`config.mk`:
```
export PLATFORM = sky130hd
export DESIGN_NAME = pc_reg
export DESIGN_NICKNAME = d
export VERILOG_FILES = /design/src/rtl/pc_reg.sv
export SDC_FILE = /design/constraint.sdc
export NUM_CORES = 1
export LEC_CHECK = 0
export CORE_UTILIZATION = 48
export CTS_CLUSTER_DIAMETER = 30
export DETAILED_ROUTE_END_ITERATION = 16
export GPL_ROUTABILITY_DRIVEN = 0
export PLACE_DENSITY = 0.86
export SLEW_MARGIN = 20
export SYNTH_ARGS = -nofsm -noshare
export SYNTH_HDL_FRONTEND = slang
export SYNTH_SLANG_ARGS = --single-unit
```
`constraint.sdc`:
```
create_clock -name clk -period 3.7 [get_ports clk]
set_input_delay 0.37 -clock clk [delete_from_list [all_inputs] [get_ports clk]]
set_output_delay 0.37 -clock clk [all_outputs]
set_load 0.02 [all_outputs]
```
`src/rtl/pc_reg.sv`:
```
// Program-counter register for the instruction-fetch stage: holds the fetch
// address, drives the instruction-memory chip enable and exports pc + 4.
module pc_reg #(
    parameter int unsigned          ADDR_W     = 32,
    parameter logic [ADDR_W-1:0]    RESET_ADDR = '0
) (
    input  logic              clk,
    input  logic              rst,
    input  logic              pc_en,
    input  logic              branch_en,
    input  logic [ADDR_W-1:0] branch,
    output logic              ce,
    output logic [ADDR_W-1:0] pc,
    output logic [ADDR_W-1:0] pc_plus_4
);

    // The chip enable doubles as the fetch state: IDLE is the first cycle
    // out of reset, where the reset address is re-issued regardless of inputs.
    typedef enum logic {
        S_IDLE  = 1'b0,
        S_FETCH = 1'b1
    } state_e;

    state_e            state_q, state_d;
    logic [ADDR_W-1:0] pc_q, pc_d;
    logic [ADDR_W-1:0] seq_addr;

    assign seq_addr = pc_q + ADDR_W'(4);

    always_ff @(posedge clk) begin
        if (rst) begin
            state_q <= S_IDLE;
            pc_q    <= RESET_ADDR;
        end else begin
            state_q <= state_d;
            pc_q    <= pc_d;
        end
    end

    always_comb begin
        state_d = S_FETCH;
        pc_d    = pc_q;
        case (state_q)
            S_IDLE: begin
                pc_d = RESET_ADDR;
            end
            S_FETCH: begin
                // Branch wins over increment; a stall drops the branch request.
                if (pc_en) begin
                    pc_d = branch_en ? branch : seq_addr;
                end
            end
            default: begin
                pc_d = RESET_ADDR;
            end
        endcase
    end

    assign ce        = (state_q == S_FETCH);
    assign pc        = pc_q;
    assign pc_plus_4 = seq_addr;

endmodule

```
# Word-level counts from Yosys, hierarchy flattened

Cells that the tools add are included.

Input port bits: 36
Word-level logic and storage cells: 9
Register bits after elaboration: 33
Output and inout bits: 65

Bitwise operators: 1
Add/subtract/negate cells: 1
Muxes and demuxes: 4
Equality and inequality tests: 1

Operator list:

| cell                  | number |
|---|---|
| $mux 32               | 2 |
| $pmux 32 s2           | 1 |
| $add 32x3->32 const B | 1 |
| $ne 2x2->1 const B    | 1 |
| $mux 1                | 1 |
| $not 1->1             | 1 |

# Depth between registers and ports, before layout

Gate-level depths: netlist of run 1.

Depth after elaboration: 4
Gate-level depth with buffers: 7
Mapped depth without buffers: 5

# Worst setup path before layout of run 1

No wires, ideal clock.

Kind: register to output
Start: reg pc_q[2] (netlist: pc[2])
End: out pc_plus_4[24]
Arrival: 2,000 ps
Buffers on the path: 1
Data required time: 3,330 ps
Path slack: 1,330 ps
Stages on the path, launching flop included: 7
Path through: dfxtp_1 -> ha_1 -> and3_1 -> nand2_1 -> clkbuf_1 -> nor3_1 -> xor2_1

Longest elaborated chain between the ends: 1

RTL lines:

| item                   | RTL line | text |
|---|---|---|
| start, declared        | 25       | `logic [ADDR_W-1:0] pc_q, pc_d;` |
| start signal, assigned | 36       | `pc_q <= pc_d;` |
| $add 32x3->32          | 28       | `assign seq_addr = pc_q + ADDR_W'(4);` |
| end, declared          | 14       | `output logic [ADDR_W-1:0] pc_plus_4` |

Every way passes these cells.

# Final worst setup path of run 1

Start: reg pc_q[2] (netlist: pc[2])
End: out pc_plus_4[26]

The elaborated chain is that of the path after synthesis.

==> results by group, run 1 <==
Synth
  – Synth warn: 0
  – Netlist cell types: 57
  – Synth area leaders: dfxtp_1, xnor2_1, xor2_1
  – Post-Syn Area: roughly 2700 sq um
  – Synth Net Count: roughly 400
  – Seq cells post-synth: 33
  – Async SR Flop Fraction: 0%
  – EDFF count, synth: 0
  – Area leader, netlist: dfxtp_1
  – Seq/Total Area, Yosys: 24.91%
  – Mean Syn Cell Area: around 7.5 sq um
  – Top-area cell type share of the netlist area: approximately a quarter
  – Main synth FF type: dfxtp_1
  – Syn Inst Count: between 300 and 400

Critical path
  – Crit Path Class: reg2out
  – Crit path max fanout: 13
  – Crit path launch type: flip-flop
  – Worst path arrival time: 2.86 ns
  – Critical Path Sink Type: output pin
  – Worst path required time: roughly 3.3 ns

Clocking
  – CTS tree: yes
  – H-tree Lvls: 2
  – Resized Gates After CTS: 0
  – Clock tree buffer depth: 2
  – Clock root buffer: clkbuf_8
  – CTS Hold Bufs: 0
  – Num CTS Buffers: 5
  – Clock tree sinks: 33
  – Clock transition at path regs: ~0.07 ns
  – Post-CTS Setup Repair Bufs: 0
  – Clk_lat worst skew: slightly below 0.3 ns

Layout
  – Max FFs per register: 32
  – Final net count: 468
  – Layout area overhead: 39.72%
  – Layout cells sized above 1: under 10%
  – Antenna fix cells: 0
  – Fillers: between 400 and 500

STA
  – Fin crit period: 3.232 ns
  – Setup WS post-layout: between 0.4 and 0.5 ns
  – Fmax achieved: a little over 300 MHz
  – Worst relative slew slack: 32.14%
  – Setup-failing EPs final: 0
  – Fin crit share: 87.35%
  – Final Hold Viols: 0
  – Clock Skew: between 0.003 and 0.004 ns
  – RSZ-0062 raised after global routing: false
  – Worst Tran Pin Value: between 1 and 1.5 ns
  – Setup total negative slack: 0 ns
  – Max-slew violations: 0

Power
  – Gate power share: around 22%
  – Clk network pwr share: between 30% and 40%
  – Worst vdd ir: between 0.15 and 0.2 mV
  – Overall power: between 0.8 and 0.9 mW
  – Reg power frac: 45.0%
  – P per Cell Area: around 230 nW/um^2
  – Leakage: approximately 1.3 nW
  – Sw Pwr: between 0.2 and 0.25 mW
  – Pint: 0.6054 mW
  – Sw Share: a little under 30%

Place
  – Dpl ws: 0.8149 ns
  – IO buf count: 100
  – DP HPWL: between 6000 and 7000 um

Run status
  – Status: completed

Route
  – Routed WL per cell: 17.04 um
  – Drc violations: 0
  – Routed vias: slightly above 3k
  – Initial drt markers: 250
  – Drt pass-1 iters: 5
  – Post-DRT Antenna Nets: 0
  – Detailed Route WL: 8536 um
  – Vias per inst: roughly 6.2

Floorplanning
  – Die Wd: ~76 um
  – Die height: between 70 and 80 um
  – Core area: around 5200 sq um
  – Number of I/O pins: 101
  – Initial Utilization: between 50% and 60%
  – Number of placement rows: 26
  – Die footprint: 5827 sq um

Global routing
  – GR Util All Layers: 29.57%
  – Vias in the first global route: between 2k and 3k
  – Largest net degree at the start of global routing: 33
  – Initial antenna violation count: 0
  – First-pass GRT wire length: 13990 um
  – GRT Residual Overflow: 0

Hold path
  – Worst hold path class: reg2reg

Job
  – Max_cap viols: 0
-- stage by stage --
stage | area, sq um | std cells | hold slack (ns) | util, %
after floorplan | 2653 | 354 | 0.4265 | -
after global placement | 3620 | 494 | 0.5033 | 69.54
after detailed placement | 3620 | 494 | 0.5145 | 69.54
after CTS | 3706 | 501 | 0.5379 | 71.20
after global routing | 3706 | 501 | 0.5654 | 71.20
final | 3706 | 501 | 0.5382 | 71.20
-- critical path, cell delays in order, from the launching register on --
cell             delay, ns
dfxtp_1               0.49
ha_1                  0.29
and3_1                0.32
nand2_1               0.33
nor3_1                0.34
xor2_1                0.18
clkdlybuf4s50_1       0.62
-- area by class of cell --
| type | instances | area [sq um] | share of cell area, % |
|---|---|---|---|
| Multi-Input combinational cell | 273 | 1780 | 48.04 |
| Timing Repair Buffer | 106 | 1046 | 28.22 |
| Sequential cell | 33 | 660.6 | 17.83 |
| Tap cell | 70 | 87.58 | 2.363 |
| Clock buffer | 7 | 86.33 | 2.330 |
| Inverter | 12 | 45.04 | 1.215 |
-- path summary, 6_finish.rpt --
path | startpoint | endpoint | slack [ns] | cells after the start
hold / removal | pc[0]$_SDFFE_PP0P_ | pc[0]$_SDFFE_PP0P_ | 0.54 | 2
setup reg to reg | pc[2]$_SDFFE_PP0P_ | pc[24]$_SDFFE_PP0P_ | 1.42 | 5
setup / recovery | pc[2]$_SDFFE_PP0P_ | pc_plus_4[26] | 0.47 | 6
hold reg to reg | pc[0]$_SDFFE_PP0P_ | pc[0]$_SDFFE_PP0P_ | 0.54 | 2
-- cells by family (layout without fill, tap and decap cells) --
group / count (synthesis) / count (layout) / share of synthesized area (%)
flip-flops: 33 / 33 / 24.91
AND/OR/NAND/NOR: 155 / 155 / 33.40
buffers and inverters: 48 / 125 / 7.971
multiplexers: 4 / 4 / 1.509
XOR/XNOR: 26 / 26 / 8.585
adder cells (fa/ha/maj): 1 / 1 / 0.4716
AO/OA/AOI/OAI: 87 / 87 / 23.16
-- synthesized netlist by cell type (4+ instances only) --
cell type,instances
a21oi_1,12
a22oi_1,7
a31oi_1,11
a32oi_1,4
and3_1,10
and4_1,6
buf_1,5
buf_2,7
buf_4,6
clkbuf_1,18
dfxtp_1,33
inv_1,12
mux2i_1,4
nand2_1,29
nand3_1,22
nand4_1,7
nor2_1,28
nor3_1,15
nor4_1,6
o211ai_1,6
o21ai_0,14
o31ai_1,4
or4_1,6
xnor2_1,13
xor2_1,13
-- metal layers --
layer / up-vias / share of wire [%] / track usage (%)
li1: 1468 / - / -
met1: 1448 / 43 / 37.55
met2: 176 / 45 / 48.11
met3: 26 / 8.6 / 6.826
met4: 0 / 2.6 / 11.92
met5: - / 0 / 0
-- power by group through the flow --
stage          logic [mW]  clock network [mW]  registers (mW)
2_1_floorplan      0.0852                   0           0.394
3_3_place_gp        0.180                   0           0.391
3_5_place_dp        0.181                   0           0.392
4_1_cts             0.183               0.282           0.384
5_1_grt             0.196               0.299           0.386
6_report            0.184               0.286           0.384
-- cells in the final DEF, fill, tap and decap left out, types with 7 or more instances in the layout --
cell type / netlist / routed
a22oi_1: 7 / 7
nand2_1: 29 / 29
xnor2_1: 13 / 13
nand3_1: 22 / 22
inv_1: 12 / 12
o21ai_0: 14 / 14
clkdlybuf4s50_1: 0 / 100
nor3_1: 15 / 15
nor2_1: 28 / 28
xor2_1: 13 / 13
dfxtp_1: 33 / 33
nand4_1: 7 / 7
a31oi_1: 11 / 11
a21oi_1: 12 / 12
and3_1: 10 / 10
Note: power is estimated with default switching activity, not from simulation.
==> run 2, diff against run 1 <==
--- a/config.mk
+++ b/config.mk
@@ -5,12 +5,13 @@
 export SDC_FILE = /design/constraint.sdc
 export NUM_CORES = 1
 export LEC_CHECK = 0
+export CAP_MARGIN = 20
 export CORE_UTILIZATION = 48
 export CTS_CLUSTER_DIAMETER = 30
 export DETAILED_ROUTE_END_ITERATION = 16
 export GPL_ROUTABILITY_DRIVEN = 0
 export PLACE_DENSITY = 0.86
-export SLEW_MARGIN = 20
+export SLEW_MARGIN = 5
 export SYNTH_ARGS = -nofsm -noshare
 export SYNTH_HDL_FRONTEND = slang
 export SYNTH_SLANG_ARGS = --single-unit
==> results of run 2 <==
No change in the layout: final DEF, timing and power equal those of run 1.
==> run 3, diff against run 2 <==
--- a/config.mk
+++ b/config.mk
@@ -5,12 +5,14 @@
 export SDC_FILE = /design/constraint.sdc
 export NUM_CORES = 1
 export LEC_CHECK = 0
+export ABC_AREA = 1
 export CAP_MARGIN = 20
-export CORE_UTILIZATION = 48
+export CORE_UTILIZATION = 46
 export CTS_CLUSTER_DIAMETER = 30
 export DETAILED_ROUTE_END_ITERATION = 16
 export GPL_ROUTABILITY_DRIVEN = 0
 export PLACE_DENSITY = 0.86
+export REMOVE_ABC_BUFFERS = 1
 export SLEW_MARGIN = 5
 export SYNTH_ARGS = -nofsm -noshare
 export SYNTH_HDL_FRONTEND = slang
==> run 3 against run 2 <==
- register-to-register slack better by 0.56 ns
- count of clock-buffer cells in the layout stayed put
- sequential cell count stayed put
- die area is 6.2% lower
- area after synthesis is 10% lower
- critical path depth is 2 higher
- final area is 4.8% lower
- non-clock buffer count is 2 lower
- largest cell class unchanged
==> results by group, run 3 <==
Synth
  – Post-synth top cells: nand2_1, nor2_1, a21oi_1, dfxtp_1, inv_1
  – Top-count cell post-synth: nand2_1
  – Area leader, netlist: dfxtp_1
  – Top-area cell type share of the netlist area: 27.76%
  – Syn Inst Count: about 430
  – Seq/Total Area, Yosys: between 20% and 30%
  – EDFF count, synth: 0
  – Async SR Flop Fraction: 0%
  – Mean Syn Cell Area: between 5 and 6 sq um
  – Synth area leaders: dfxtp_1, nand2_1, nor2_1
  – Synth warn: 0
  – Netlist cell types: 21
  – Main synth FF type: dfxtp_1
  – Post-Syn Area: ~2400 sq um
  – Seq cells post-synth: 33

Layout
  – Most frequent cells in the layout: nand2_1, clkdlybuf4s50_1, nor2_1
  – Antenna fix cells: 0
  – Post-route cell area: between 3000 and 4000 sq um
  – Final net count: about 560
  – Commonest non-fill, non-tap cell in the layout: nand2_1
  – Layout area overhead: 48.21%
  – Layout Cells excl Fill: 588
  – Layout cells sized above 1: between 4 and 5%
  – Max FFs per register: 32
  – Final core occ: around 73%

Power
  – Overall power: roughly 0.86 mW
  – Pint: 0.6103 mW
  – Sw Pwr: between 0.2 and 0.25 mW
  – Leakage: about 1.3 nW
  – Gate power share: 22.5%
  – Worst vdd ir: roughly 0.16 mV
  – Clk network pwr share: between 30% and 40%
  – P per Cell Area: between 200 and 250 nW/um^2
  – Sw Share: roughly 29%
  – Reg power frac: ~45%

Floorplanning
  – Die footprint: 5465 sq um
  – Number of I/O pins: a little over 100
  – Die height: 73.93 um
  – Core area: between 4000 and 5000 sq um
  – Die Wd: about 74 um
  – Number of placement rows: 25
  – Initial Utilization: between 40% and 50%

STA
  – Fin crit share: approximately 72%
  – RSZ-0062 raised after global routing: false
  – Fmax achieved: about 370 MHz
  – Worst relative slew slack: between 20% and 30%
  – Fin crit period: around 2.7 ns
  – Worst Tran Pin Value: around 1.0 ns
  – Final Hold Viols: 0
  – Setup WS post-layout: 1.024 ns
  – Worst hold margin: just under 0.5 ns
  – Setup-failing EPs final: 0
  – Max-slew violations: 0
  – Clock Skew: a little over 0.006 ns
  – Setup total negative slack: 0 ns

Route
  – Post-DRT Antenna Nets: 0
  – Initial drt markers: between 150 and 200
  – Vias per inst: 5.088
  – Detailed Route WL: between 7000 and 8000 um
  – Routed WL per cell: between 10 and 15 um
  – Drc violations: 0
  – Drt pass-1 iters: 4
  – Routed vias: ~3.0k

Place
  – Dpl ws: between 1 and 1.5 ns
  – Post-DP Area: 3441 sq um
  – IO buf count: 100
  – Placed Cells: 581
  – DP HPWL: roughly 5400 um

Critical path
  – Crit path launch type: flip-flop
  – Crit path max fanout: 7
  – Worst path required time: between 3 and 4 ns
  – CP startpoint: pc[2]$_SDFFE_PP0P_
  – Worst path arrival time: 2.31 ns
  – Crit Path Class: reg2out
  – Critical Path Sink Type: output pin
  – Reg-to-reg startpoint: ce$_DFF_P_

Clocking
  – CTS tree: yes
  – Clock tree buffer depth: 2
  – Clock root buffer: clkbuf_8
  – Resized Gates After CTS: 0
  – Clk_lat worst skew: ~0.29 ns
  – Num CTS Buffers: 5
  – CTS Hold Bufs: 0
  – Post-CTS Setup Repair Bufs: 0
  – H-tree Lvls: 2
  – Clock tree sinks: 33
  – Clock transition at path regs: 0.07 ns

Run status
  – Status: completed

Global routing
  – GRT Residual Overflow: 0
  – First-pass GRT wire length: 12160 um
  – Initial antenna violation count: 0
  – Largest net degree at the start of global routing: 31
  – GR Util All Layers: 28.53%
  – Vias in the first global route: 2824

Hold path
  – Worst hold path class: reg2reg
  – Min-delay src: pc[0]$_SDFFE_PP0P_

Job
  – Max_cap viols: 0
[run 3: cells by family (layout without fill, tap and decap cells)]
group	after synthesis	after routing	share of synthesized area [%]
and+or+nand+nor	280	280	48.95
AOI/OAI and AO/OA	56	56	11.78
buffers and inverters	51	144	8.412
DFF	33	33	27.76
xor gates and xnor gates	7	7	2.576
adders and majority gates	1	1	0.5257
[run 3: worst paths after layout]
check,slack [ns],cells past startpoint,end
setup / recovery,1.02,8,pc_plus_4[12]
hold / removal,0.49,2,pc[0]$_SDFFE_PP0P_
setup reg to reg,1.98,4,pc[14]$_SDFFE_PP0P_
hold reg to reg,0.49,2,pc[0]$_SDFFE_PP0P_
[run 3: final cells by class]
cell class	count	area, sq um
Timing Repair Buffer	104	1051
Inverter	33	123.9
Tap cell	67	83.83
Multi-Input combinational cell	344	1521
Sequential cell	33	660.6
Clock buffer	7	86.33
Fill cell	431	1321
[run 3: metal layers]
metal	vias to the layer above	wire (um)	GRT usage (%)
li1	1518	-	-
met1	1358	3249	33.19
met2	110	3542	49.49
met3	6	490	7.545
met4	0	82	11.54
met5	-	0	0
[run 3: power by group through the flow]
stage	Sequential [mW]	Clock [mW]	Combinational, mW
after floorplan	0.401	0	0.0699
after global placement	0.390	0	0.187
after detailed placement	0.391	0	0.193
after CTS	0.383	0.286	0.194
after global routing	0.385	0.302	0.209
final	0.383	0.283	0.193
[run 3: worst max-delay path, stage by stage, from the launching register on]
cell	delay (ns)
dfxtp_1	0.39
ha_1	0.20
nand2_1	0.10
nor2_4	0.13
nand2_2	0.16
nor2_2	0.21
nand2_1	0.08
nand2_1	0.12
clkdlybuf4s50_1	0.63
